<file path="config.mk">
export PLATFORM = sky130hd
export DESIGN_NAME = alu_bist_flat
export DESIGN_NICKNAME = d
export VERILOG_FILES = /design/src/rtl/alu_bist_if.sv /design/src/rtl/alu_bist.sv /design/src/flat_wrapper.sv
export SDC_FILE = /design/constraint.sdc
export NUM_CORES = 1
export LEC_CHECK = 0
export CAP_MARGIN = 20
export CORE_UTILIZATION = 57
export DETAILED_ROUTE_END_ITERATION = 12
export GPL_ROUTABILITY_DRIVEN = 0
export PLACE_DENSITY = 0.81
export SYNTH_ARGS = -nofsm -noshare
export SYNTH_HDL_FRONTEND = slang
export SYNTH_SLANG_ARGS = --single-unit
export TNS_END_PERCENT = 30
</file>
<file path="constraint.sdc">
create_clock -name clk -period 3.8 [get_ports clk]
set_input_delay 0.76 -clock clk [delete_from_list [all_inputs] [get_ports clk]]
set_output_delay 0.76 -clock clk [all_outputs]
set_load 0.005 [all_outputs]
</file>
<file path="src/rtl/alu_bist_if.sv">
// Bus between the ALU self-test engine, its host (start/status) and the ALU under test.
// Fail-log signals exist only when ALU_BIST_FAIL_LOG_EN is defined.
interface alu_bist_if #(
    parameter int ERR_W = 12
);
    logic             start;
    logic             busy;
    logic             done;
    logic             pass;
    logic [ERR_W-1:0] err_count;
    logic [3:0]       alu_a;
    logic [3:0]       alu_b;
    logic [2:0]       alu_op;
    logic [3:0]       alu_result;
    logic             alu_carry;
`ifdef ALU_BIST_FAIL_LOG_EN
    logic             fail_vld;
    logic [2:0]       fail_op;
    logic [3:0]       fail_a;
    logic [3:0]       fail_b;
    logic [3:0]       fail_result;
    logic             fail_carry;

    modport master (
        input  start, alu_result, alu_carry,
        output busy, done, pass, err_count, alu_a, alu_b, alu_op,
        output fail_vld, fail_op, fail_a, fail_b, fail_result, fail_carry
    );
    modport slave (
        output start, alu_result, alu_carry,
        input  busy, done, pass, err_count, alu_a, alu_b, alu_op,
        input  fail_vld, fail_op, fail_a, fail_b, fail_result, fail_carry
    );
`else
    modport master (
        input  start, alu_result, alu_carry,
        output busy, done, pass, err_count, alu_a, alu_b, alu_op
    );
    modport slave (
        output start, alu_result, alu_carry,
        input  busy, done, pass, err_count, alu_a, alu_b, alu_op
    );
`endif
endinterface

</file>
<file path="src/rtl/alu_bist.sv">
// Built-in self-test engine for the 4-bit ALU: sweeps all 2048 (op,a,b) vectors against a golden model.
// Define ALU_BIST_FAIL_LOG_EN to add a capture of the first mismatching vector.
module alu_bist #(
    parameter int SETTLE_CYCLES = 1,
    parameter int ERR_W         = 12,
    parameter bit CHECK_CARRY   = 1'b1
) (
    input  logic       clk,
    input  logic       rst,
    alu_bist_if.master bus
);
    localparam logic [2:0]       S_IDLE    = 3'd0;
    localparam logic [2:0]       S_DRIVE   = 3'd1;
    localparam logic [2:0]       S_SETTLE  = 3'd2;
    localparam logic [2:0]       S_CHECK   = 3'd3;
    localparam logic [2:0]       S_FINISH  = 3'd4;
    localparam logic [3:0]       SETTLE_LD = 4'(SETTLE_CYCLES);
    localparam logic [10:0]      LAST_IDX  = 11'h7FF;
    localparam logic [ERR_W-1:0] ERR_MAX   = '1;

    // Returns {carry, result}; SUB carry is the borrow out of the 5-bit subtraction.
    function automatic logic [4:0] golden(input logic [2:0] op, input logic [3:0] a,
                                          input logic [3:0] b);
        logic [4:0] v;
        case (op)
            3'd0:    v = {1'b0, a} + {1'b0, b};
            3'd1:    v = {1'b0, a} - {1'b0, b};
            3'd2:    v = {1'b0, a & b};
            3'd3:    v = {1'b0, a | b};
            3'd4:    v = {1'b0, a ^ b};
            3'd5:    v = {1'b0, ~a};
            3'd6:    v = {a[3], a[2:0], 1'b0};
            default: v = {a[0], 1'b0, a[3:1]};
        endcase
        return v;
    endfunction

    function automatic logic [ERR_W-1:0] sat_inc(input logic [ERR_W-1:0] x);
        return (x == ERR_MAX) ? x : x + 1'b1;
    endfunction

    logic [2:0]       r_state;
    logic             r_busy;
    logic             r_done;
    logic             r_pass;
    logic [ERR_W-1:0] r_err;
    logic [3:0]       r_alu_a;
    logic [3:0]       r_alu_b;
    logic [2:0]       r_alu_op;
    logic [3:0]       r_settle;
    logic [10:0]      r_idx;
    logic [4:0]       w_exp;
    logic             w_mismatch;
`ifdef ALU_BIST_FAIL_LOG_EN
    logic             r_fail_vld;
    logic [2:0]       r_fail_op;
    logic [3:0]       r_fail_a;
    logic [3:0]       r_fail_b;
    logic [3:0]       r_fail_result;
    logic             r_fail_carry;
`endif

    assign w_exp      = golden(r_alu_op, r_alu_a, r_alu_b);
    assign w_mismatch = (bus.alu_result != w_exp[3:0]) ||
                        (CHECK_CARRY && (bus.alu_carry != w_exp[4]));

    always_ff @(posedge clk or posedge rst) begin
        if (rst) begin
            r_state  <= S_IDLE;
            r_busy   <= 1'b0;
            r_done   <= 1'b0;
            r_pass   <= 1'b0;
            r_err    <= '0;
            r_alu_a  <= 4'd0;
            r_alu_b  <= 4'd0;
            r_alu_op <= 3'd0;
            r_settle <= 4'd0;
            r_idx    <= 11'd0;
`ifdef ALU_BIST_FAIL_LOG_EN
            r_fail_vld    <= 1'b0;
            r_fail_op     <= 3'd0;
            r_fail_a      <= 4'd0;
            r_fail_b      <= 4'd0;
            r_fail_result <= 4'd0;
            r_fail_carry  <= 1'b0;
`endif
        end else begin
            r_done <= 1'b0;
            case (r_state)
                S_IDLE: begin
                    // A start coinciding with the done pulse is deliberately dropped.
                    if (bus.start && !r_done) begin
                        r_err   <= '0;
                        r_pass  <= 1'b0;
                        r_idx   <= 11'd0;
                        r_busy  <= 1'b1;
                        r_state <= S_DRIVE;
`ifdef ALU_BIST_FAIL_LOG_EN
                        r_fail_vld    <= 1'b0;
                        r_fail_op     <= 3'd0;
                        r_fail_a      <= 4'd0;
                        r_fail_b      <= 4'd0;
                        r_fail_result <= 4'd0;
                        r_fail_carry  <= 1'b0;
`endif
                    end
                end
                S_DRIVE: begin
                    r_alu_op <= r_idx[10:8];
                    r_alu_a  <= r_idx[7:4];
                    r_alu_b  <= r_idx[3:0];
                    r_settle <= SETTLE_LD;
                    r_state  <= S_SETTLE;
                end
                S_SETTLE: begin
                    r_settle <= r_settle - 4'd1;
                    if (r_settle == 4'd1) r_state <= S_CHECK;
                end
                S_CHECK: begin
                    if (w_mismatch) begin
                        r_err <= sat_inc(r_err);
`ifdef ALU_BIST_FAIL_LOG_EN
                        if (!r_fail_vld) begin
                            r_fail_vld    <= 1'b1;
                            r_fail_op     <= r_alu_op;
                            r_fail_a      <= r_alu_a;
                            r_fail_b      <= r_alu_b;
                            r_fail_result <= bus.alu_result;
                            r_fail_carry  <= bus.alu_carry;
                        end
`endif
                    end
                    if (r_idx == LAST_IDX) begin
                        r_state <= S_FINISH;
                    end else begin
                        r_idx   <= r_idx + 11'd1;
                        r_state <= S_DRIVE;
                    end
                end
                S_FINISH: begin
                    r_busy  <= 1'b0;
                    r_done  <= 1'b1;
                    r_pass  <= (r_err == '0);
                    r_state <= S_IDLE;
                end
                default: r_state <= S_IDLE;
            endcase
        end
    end

    assign bus.busy      = r_busy;
    assign bus.done      = r_done;
    assign bus.pass      = r_pass;
    assign bus.err_count = r_err;
    assign bus.alu_a     = r_alu_a;
    assign bus.alu_b     = r_alu_b;
    assign bus.alu_op    = r_alu_op;
`ifdef ALU_BIST_FAIL_LOG_EN
    assign bus.fail_vld    = r_fail_vld;
    assign bus.fail_op     = r_fail_op;
    assign bus.fail_a      = r_fail_a;
    assign bus.fail_b      = r_fail_b;
    assign bus.fail_result = r_fail_result;
    assign bus.fail_carry  = r_fail_carry;
`endif
endmodule

</file>
<file path="src/flat_wrapper.sv">
// flat-port wrapper written by rule: the top's interface ports become plain ports
module alu_bist_flat 
#(
    parameter int SETTLE_CYCLES = 1,
    parameter int ERR_W         = 12,
    parameter bit CHECK_CARRY   = 1'b1
)
  (clk, rst, bus_start, bus_alu_result, bus_alu_carry, bus_busy, bus_done, bus_pass, bus_err_count, bus_alu_a, bus_alu_b, bus_alu_op);
  alu_bist_if #(.ERR_W(ERR_W)) bus_i ();
  input  logic clk;
  input  logic rst;
  input wire logic [$bits(bus_i.start)-1:0] bus_start;
  input wire logic [$bits(bus_i.alu_result)-1:0] bus_alu_result;
  input wire logic [$bits(bus_i.alu_carry)-1:0] bus_alu_carry;
  output wire logic [$bits(bus_i.busy)-1:0] bus_busy;
  output wire logic [$bits(bus_i.done)-1:0] bus_done;
  output wire logic [$bits(bus_i.pass)-1:0] bus_pass;
  output wire logic [$bits(bus_i.err_count)-1:0] bus_err_count;
  output wire logic [$bits(bus_i.alu_a)-1:0] bus_alu_a;
  output wire logic [$bits(bus_i.alu_b)-1:0] bus_alu_b;
  output wire logic [$bits(bus_i.alu_op)-1:0] bus_alu_op;
  assign bus_i.start = bus_start;
  assign bus_i.alu_result = bus_alu_result;
  assign bus_i.alu_carry = bus_alu_carry;
  assign bus_busy = bus_i.busy;
  assign bus_done = bus_i.done;
  assign bus_pass = bus_i.pass;
  assign bus_err_count = bus_i.err_count;
  assign bus_alu_a = bus_i.alu_a;
  assign bus_alu_b = bus_i.alu_b;
  assign bus_alu_op = bus_i.alu_op;
  alu_bist #(.SETTLE_CYCLES(SETTLE_CYCLES), .ERR_W(ERR_W), .CHECK_CARRY(CHECK_CARRY)) u_core (.clk(clk), .rst(rst), .bus(bus_i));
endmodule
</file>
-- Word-level counts from Yosys, hierarchy flattened
Cells that the tools add are included.
- bits of input ports: 8
- output and inout bits: 26
- flip-flop bits (word level): 44
- bitwise logic cells: 4
- reductions and logical operators: 13
- $add $sub $neg: 5
- multiplexer cells: 18
- equality and inequality tests: 20
- operators with widths (kind ; number):
    $mux 12 ; 3
    $pmux 5 s7 ; 1
    $pmux 12 s2 ; 1
    $mux 11 ; 2
    $pmux 11 s2 ; 1
    $add 12x1->12 const B ; 1
    $eq 12x12->1 const B ; 1
    $eq 3x2->1 const B ; 4
    $eq 3x3->1 const B ; 4
    $logic_not 12->1 ; 1
    $pmux 3 s4 ; 1
    $add 11x1->11 const B ; 1
    $eq 11x11->1 const B ; 1
    $mux 3 ; 3
    $pmux 4 s2 ; 1
    $eq 3x1->1 const B ; 2
    $logic_not 3->1 ; 2
    $ne 2x1->1 const B ; 3
    $reduce_bool 2->1 ; 3
    $add 4x4->5 ; 1
    $sub 4x4->5 ; 1
    $and 4x4->4 ; 1
    $eq 4x1->1 const B ; 1
    $ne 2x2->1 const B ; 2
    14 further kinds ; 18

-- Longest topological paths before layout
Gate-level depths: netlist of run 1.
- depth in word-level cells: 6
- depth in mapped cells: 15
- mapped depth without buffers: 13

-- Least setup slack after synthesis of run 1
OpenSTA, ideal clock, no wires.
- kind: register -> register
- start point: register u_core.r_alu_op[2] (netlist: u_core.bus.alu_op[2])
- end point: register u_core.r_err[10] (netlist: u_core.bus.err_count[10])
- setup time: 0.126 ns
- data required time: 3.674 ns
- slack: 0.648 ns
- buffers on the path: 1
- stages on the path, launching flop included: 13
- arrival: 3.026 ns
- path through: dfrtp_1 -> buf_4 -> nor3b_2 -> mux2i_1 -> fa_1 -> nor2_1 -> a311o_1 -> a211o_1 -> nand4_1 -> nor4_2 -> a211oi_4 -> nor2_2 -> a221o_1
- longest elaborated chain between the ends: 6
- elaborated cells between the ends (all ways): 13
- those cells by class: 9 x eq/ne; 1 x mux; 3 x reduce/logical
- ends and longest elaborated chain (item ; line ; source):
    start, declared ; alu_bist.sv:49 ; logic [2:0] r_alu_op;
    start signal, assigned ; alu_bist.sv:109 ; r_alu_op <= r_idx[10:8];
    $eq 3x3->1, or another cell as far along ; alu_bist.sv:25 ; case (op)
    $pmux 5 s7 (*) ; alu_bist.sv:25 ;
    $ne 4x4->1 or $ne 1x1->1 (tied branches) ; alu_bist.sv:64, alu_bist.sv:65 ;
    $logic_or 1x1->1 (*) ; alu_bist.sv:64 ; assign w_mismatch = (bus.alu_result != w_exp[3:0]) ||
    $ne 2x1->1 (no source line) (*) ; -- ;
    $reduce_and 4->1 (no source line) (*) ; -- ;
    end signal, assigned ; alu_bist.sv:121 ; r_err <= sat_inc(r_err);
    end, declared ; alu_bist.sv:46 ; logic [ERR_W-1:0] r_err;
Every way passes the cells marked *; elsewhere a longest branch is shown, timed or not.
A chain may end at the register's enable or synchronous reset.

-- Final worst setup path of run 1
- start point: register u_core.r_alu_b[1] (netlist: u_core.bus.alu_b[1])
- end point: register u_core.r_err[9] (netlist: u_core.bus.err_count[9])
- longest elaborated chain between the ends: 6
- elaborated cells between the ends (all ways): 11
- those cells by class: 2 x add/sub; 3 x eq/ne; 1 x mux; 3 x bitwise; 2 x reduce/logical
- ends and longest elaborated chain (item ; line ; source):
    start, declared ; alu_bist.sv:48 ; logic [3:0] r_alu_b;
    start signal, assigned ; alu_bist.sv:111 ; r_alu_b <= r_idx[3:0];
    $sub 4x4->5, or another cell as far along ; alu_bist.sv:27 ; 3'd1: v = {1'b0, a} - {1'b0, b};
    $pmux 5 s7 (*) ; alu_bist.sv:25 ;
    $ne 4x4->1 or $ne 1x1->1 (tied branches) ; alu_bist.sv:64, alu_bist.sv:65 ;
    $logic_or 1x1->1 (*) ; alu_bist.sv:64 ;
    $ne 2x1->1 (no source line) (*) ; -- ;
    $reduce_and 4->1 (no source line) (*) ; -- ;
Marks and branches as above.

==> metrics.cfg, run 1 <==
[status]
outcome = completed

[drt]
drt_pass1_iterations = 4
route.vias.total = 2541
wl_per_cell_um = 15.3
ant_nets = 0
finalWirelength_um = 6560
first_iter_violations = 175
via_per_inst = 5.92
drc_errors = 0

[placed_design]
dpl.cell_count = 421
hpwl_um = 4800
numPortBuffers = 33
dp_worst_setup_slack_ps = 358

[global_route]
grt_max_degree = 26
grt_pass1_vias = 2351
globalRouteTotalUtil = 0.261
gr-total-overflow = 0
antenna_found_initial = 0
grt_pass1_wl_um = 11100

[cts]
postCtsSetupBuffers = 0
clock-sinks = 44
clock_latency_ps = 290
cts_root_buf = clkbuf_8
cts_resized = 0
cts_tree = built
holdBufCountCts = 0
cts-htree-levels = 2
cts_buffers = 5
path_clk_slew_ps = 80
cts_max_path_buffers = 2

[worst_setup_path]
crit_fanout = 12
crit_path_end_kind = flop
worstPathRequired_ps = 3980
crit_type = flop to flop
startpoint_type = flop
critPathArrivalTime_ps = 3690

[synthesis]
synth_top_family_by_area = simple AND/OR/NAND/NOR gates
synthAdderAreaFrac = 0.0826
netlist_area_sq_mm = 0.00297
async_flop_share = 1.00
synth_ff_type = dfrtp_1
syn_inst = 331
syn_area_per_cell_sq_um = 8.97
synthSimpleGateAreaFrac = 0.231
ys_ff_latch = 44
synth_edf_count = 0
synth.area.mux_share = 0.0434
synth_nets = 358
synth-xor-area-share = 0.0501
ys_warn_count = 0
yosysSeqAreaShare = 0.371
synth_compound_area_frac = 0.158
synth_cell_types = 61

[flow_run]
cap_violations = 0

[pwr]
total_power_mw = 1.08
p_leak_nw = 1.47
p_per_area_mw_per_mm2 = 311
peakVddDrop_mv = 0.268

[timing]
fin_skew_ps = 6.78
finalCritPeriodShare = 0.924
postLayoutSetupSlackWorst_ps = 288
slew_viol_final = 0
holdWs_ps = 493
finalSetupViolations = 0
finalHoldViolations = 0
slew_headroom = 0.512
tightestPinTransition_ps = 728
period_needed_ps = 3510
fin_tns_setup_ps = 0
fmax_mhz = 285
grt_setup_unrepaired = false

[cells_and_area]
diodes = 0
nNetsFinal = 388
final_cells = 429
syn_to_final_growth_pct = 16.4
drive_above_1_share = 0.0773

[floorplan]
coreArea_sq_mm = 0.00488
dieArea_sq_mm = 0.00550
rows = 25
floorplan.initialDensity = 0.608
die_h_um = 74.2
fp.dieW_um = 74.2
boundaryPins = 34

[hold_path]
hold_class = flop to flop

[metrics by stage]
stage                      util  instance area (sq um)
final                     0.708                   3460
after floorplan               -                   2970
after global placement    0.682                   3330
after CTS                 0.708                   3460
after global routing      0.708                   3460
after detailed placement  0.682                   3330
[power by group]
group	leakage, nW	internal (mW)	total, mW	switching (mW)
Combinational	0.897	0.0901	0.147	0.0568
Sequential	0.511	0.494	0.539	0.0455
Clock	0.0645	0.232	0.389	0.157
Total	1.47	0.816	1.08	0.260
[cell type report]
class,count,area [sq um]
sequential,44,1100
tap,67,83.8
inverter,21,78.8
fill,398,1420
timing repair buffer,40,383
multi-input combinational,249,1680
clock inverter,1,30.0
clock buffer,7,96.3
[placed cells by master (no fill, tap or decap), types with 8 or more instances in the layout]
cell type,n
o21ai_0,20
nor2_1,29
xnor2_1,8
a21oi_1,10
nand4_1,8
ha_1,18
dfrtp_1,44
xor2_1,9
and3_1,8
inv_1,20
clkdlybuf4s50_1,33
nand3_1,13
nand2_1,38
[Yosys cell counts, drive strengths merged, types with 2 or more instances]
master / count / area, sq um
dfrtp: 44 / 1100
nand2: 38 / 143
nor2: 30 / 115
inv: 21 / 78.8
o21ai: 21 / 105
ha: 18 / 225
nand3: 13 / 65.1
a21oi: 10 / 50.1
buf: 9 / 81.3
xor2: 9 / 78.8
and3: 8 / 50.1
clkbuf: 8 / 30.0
nand4: 8 / 50.1
xnor2: 8 / 70.1
mux2: 7 / 78.8
nor2b: 6 / 37.5
nor3: 6 / 30.0
mux2i: 5 / 50.1
nand2b: 5 / 31.3
a31oi: 4 / 31.3
nand3b: 4 / 30.0
nor4: 4 / 31.3
o211ai: 4 / 30.0
a221o: 3 / 30.0
a22oi: 3 / 22.5
a211o: 2 / 17.5
a22o: 2 / 17.5
a311o: 2 / 20.0
nand4b: 2 / 17.5
nor3b: 2 / 20.0
o22a: 2 / 17.5
o22ai: 2 / 12.5
o31ai: 2 / 15.0
[state kept, by name, indices dropped and copies added (netlist names)]
| name | flops |
|---|---|
| u_core.r_settle | 4 |
| u_core.bus.alu_op | 3 |
| u_core.bus.err_count | 12 |
| u_core.bus.done | 1 |
| u_core.r_idx | 11 |
| u_core.bus.alu_b | 4 |
| u_core.r_state | 3 |
| u_core.bus.busy | 1 |
| u_core.bus.pass | 1 |
| u_core.bus.alu_a | 4 |
[logic make-up (layout without fill, tap and decap cells)]
family,after synthesis,after routing
simple gates,134,134
compound gates,67,67
flops,44,44
buf+inv,38,69
fa+ha+maj,19,19
xor+xnor,17,17
mux,12,12
[per-layer routing]
layer,vias up,part of all wire,GRT usage
met2,57,0.47,0.406
met3,9,0.043,0.0420
met4,0,0.013,0.0684
li1,1230,-,-
met5,-,0,0
met1,1245,0.48,0.381
[critical path, stage by stage (launching register included)]
cell,delay [ps]
dfrtp_1,410
inv_1,120
ha_1,230
nor2_1,150
xnor2_1,150
ha_1,300
a21oi_1,200
a21boi_0,110
o31ai_1,260
o21ai_0,210
xor2_1,220
a211oi_4,540
nor2_2,130
a221o_1,370
[final timing paths]
path	startpoint	end	slack (ps)	cells after the start
max in group asynchronous	rst	u_core.r_idx[4]	2270	3
max reg2reg	u_core.bus.alu_b[1]	u_core.bus.err_count[9]	290	13
min	u_core.bus.busy	u_core.bus.busy	490	2
max	u_core.bus.alu_b[1]	u_core.bus.err_count[9]	290	13
min in group asynchronous	rst	u_core.r_settle[0]	800	2
min reg2reg	u_core.bus.busy	u_core.bus.busy	490	2
Power figures use the tool's default switching activity.
==> run 2, diff against run 1 <==
- ABC_CLOCK_PERIOD_IN_PS: not set -> 3800
==> results of run 2 <==
No change in the layout: final DEF, timing and power equal those of run 1.
==> run 3, diff against run 2 <==
- CTS_CLUSTER_DIAMETER: not set -> 150
==> results of run 3 <==
No change in the layout: final DEF, timing and power equal those of run 1.
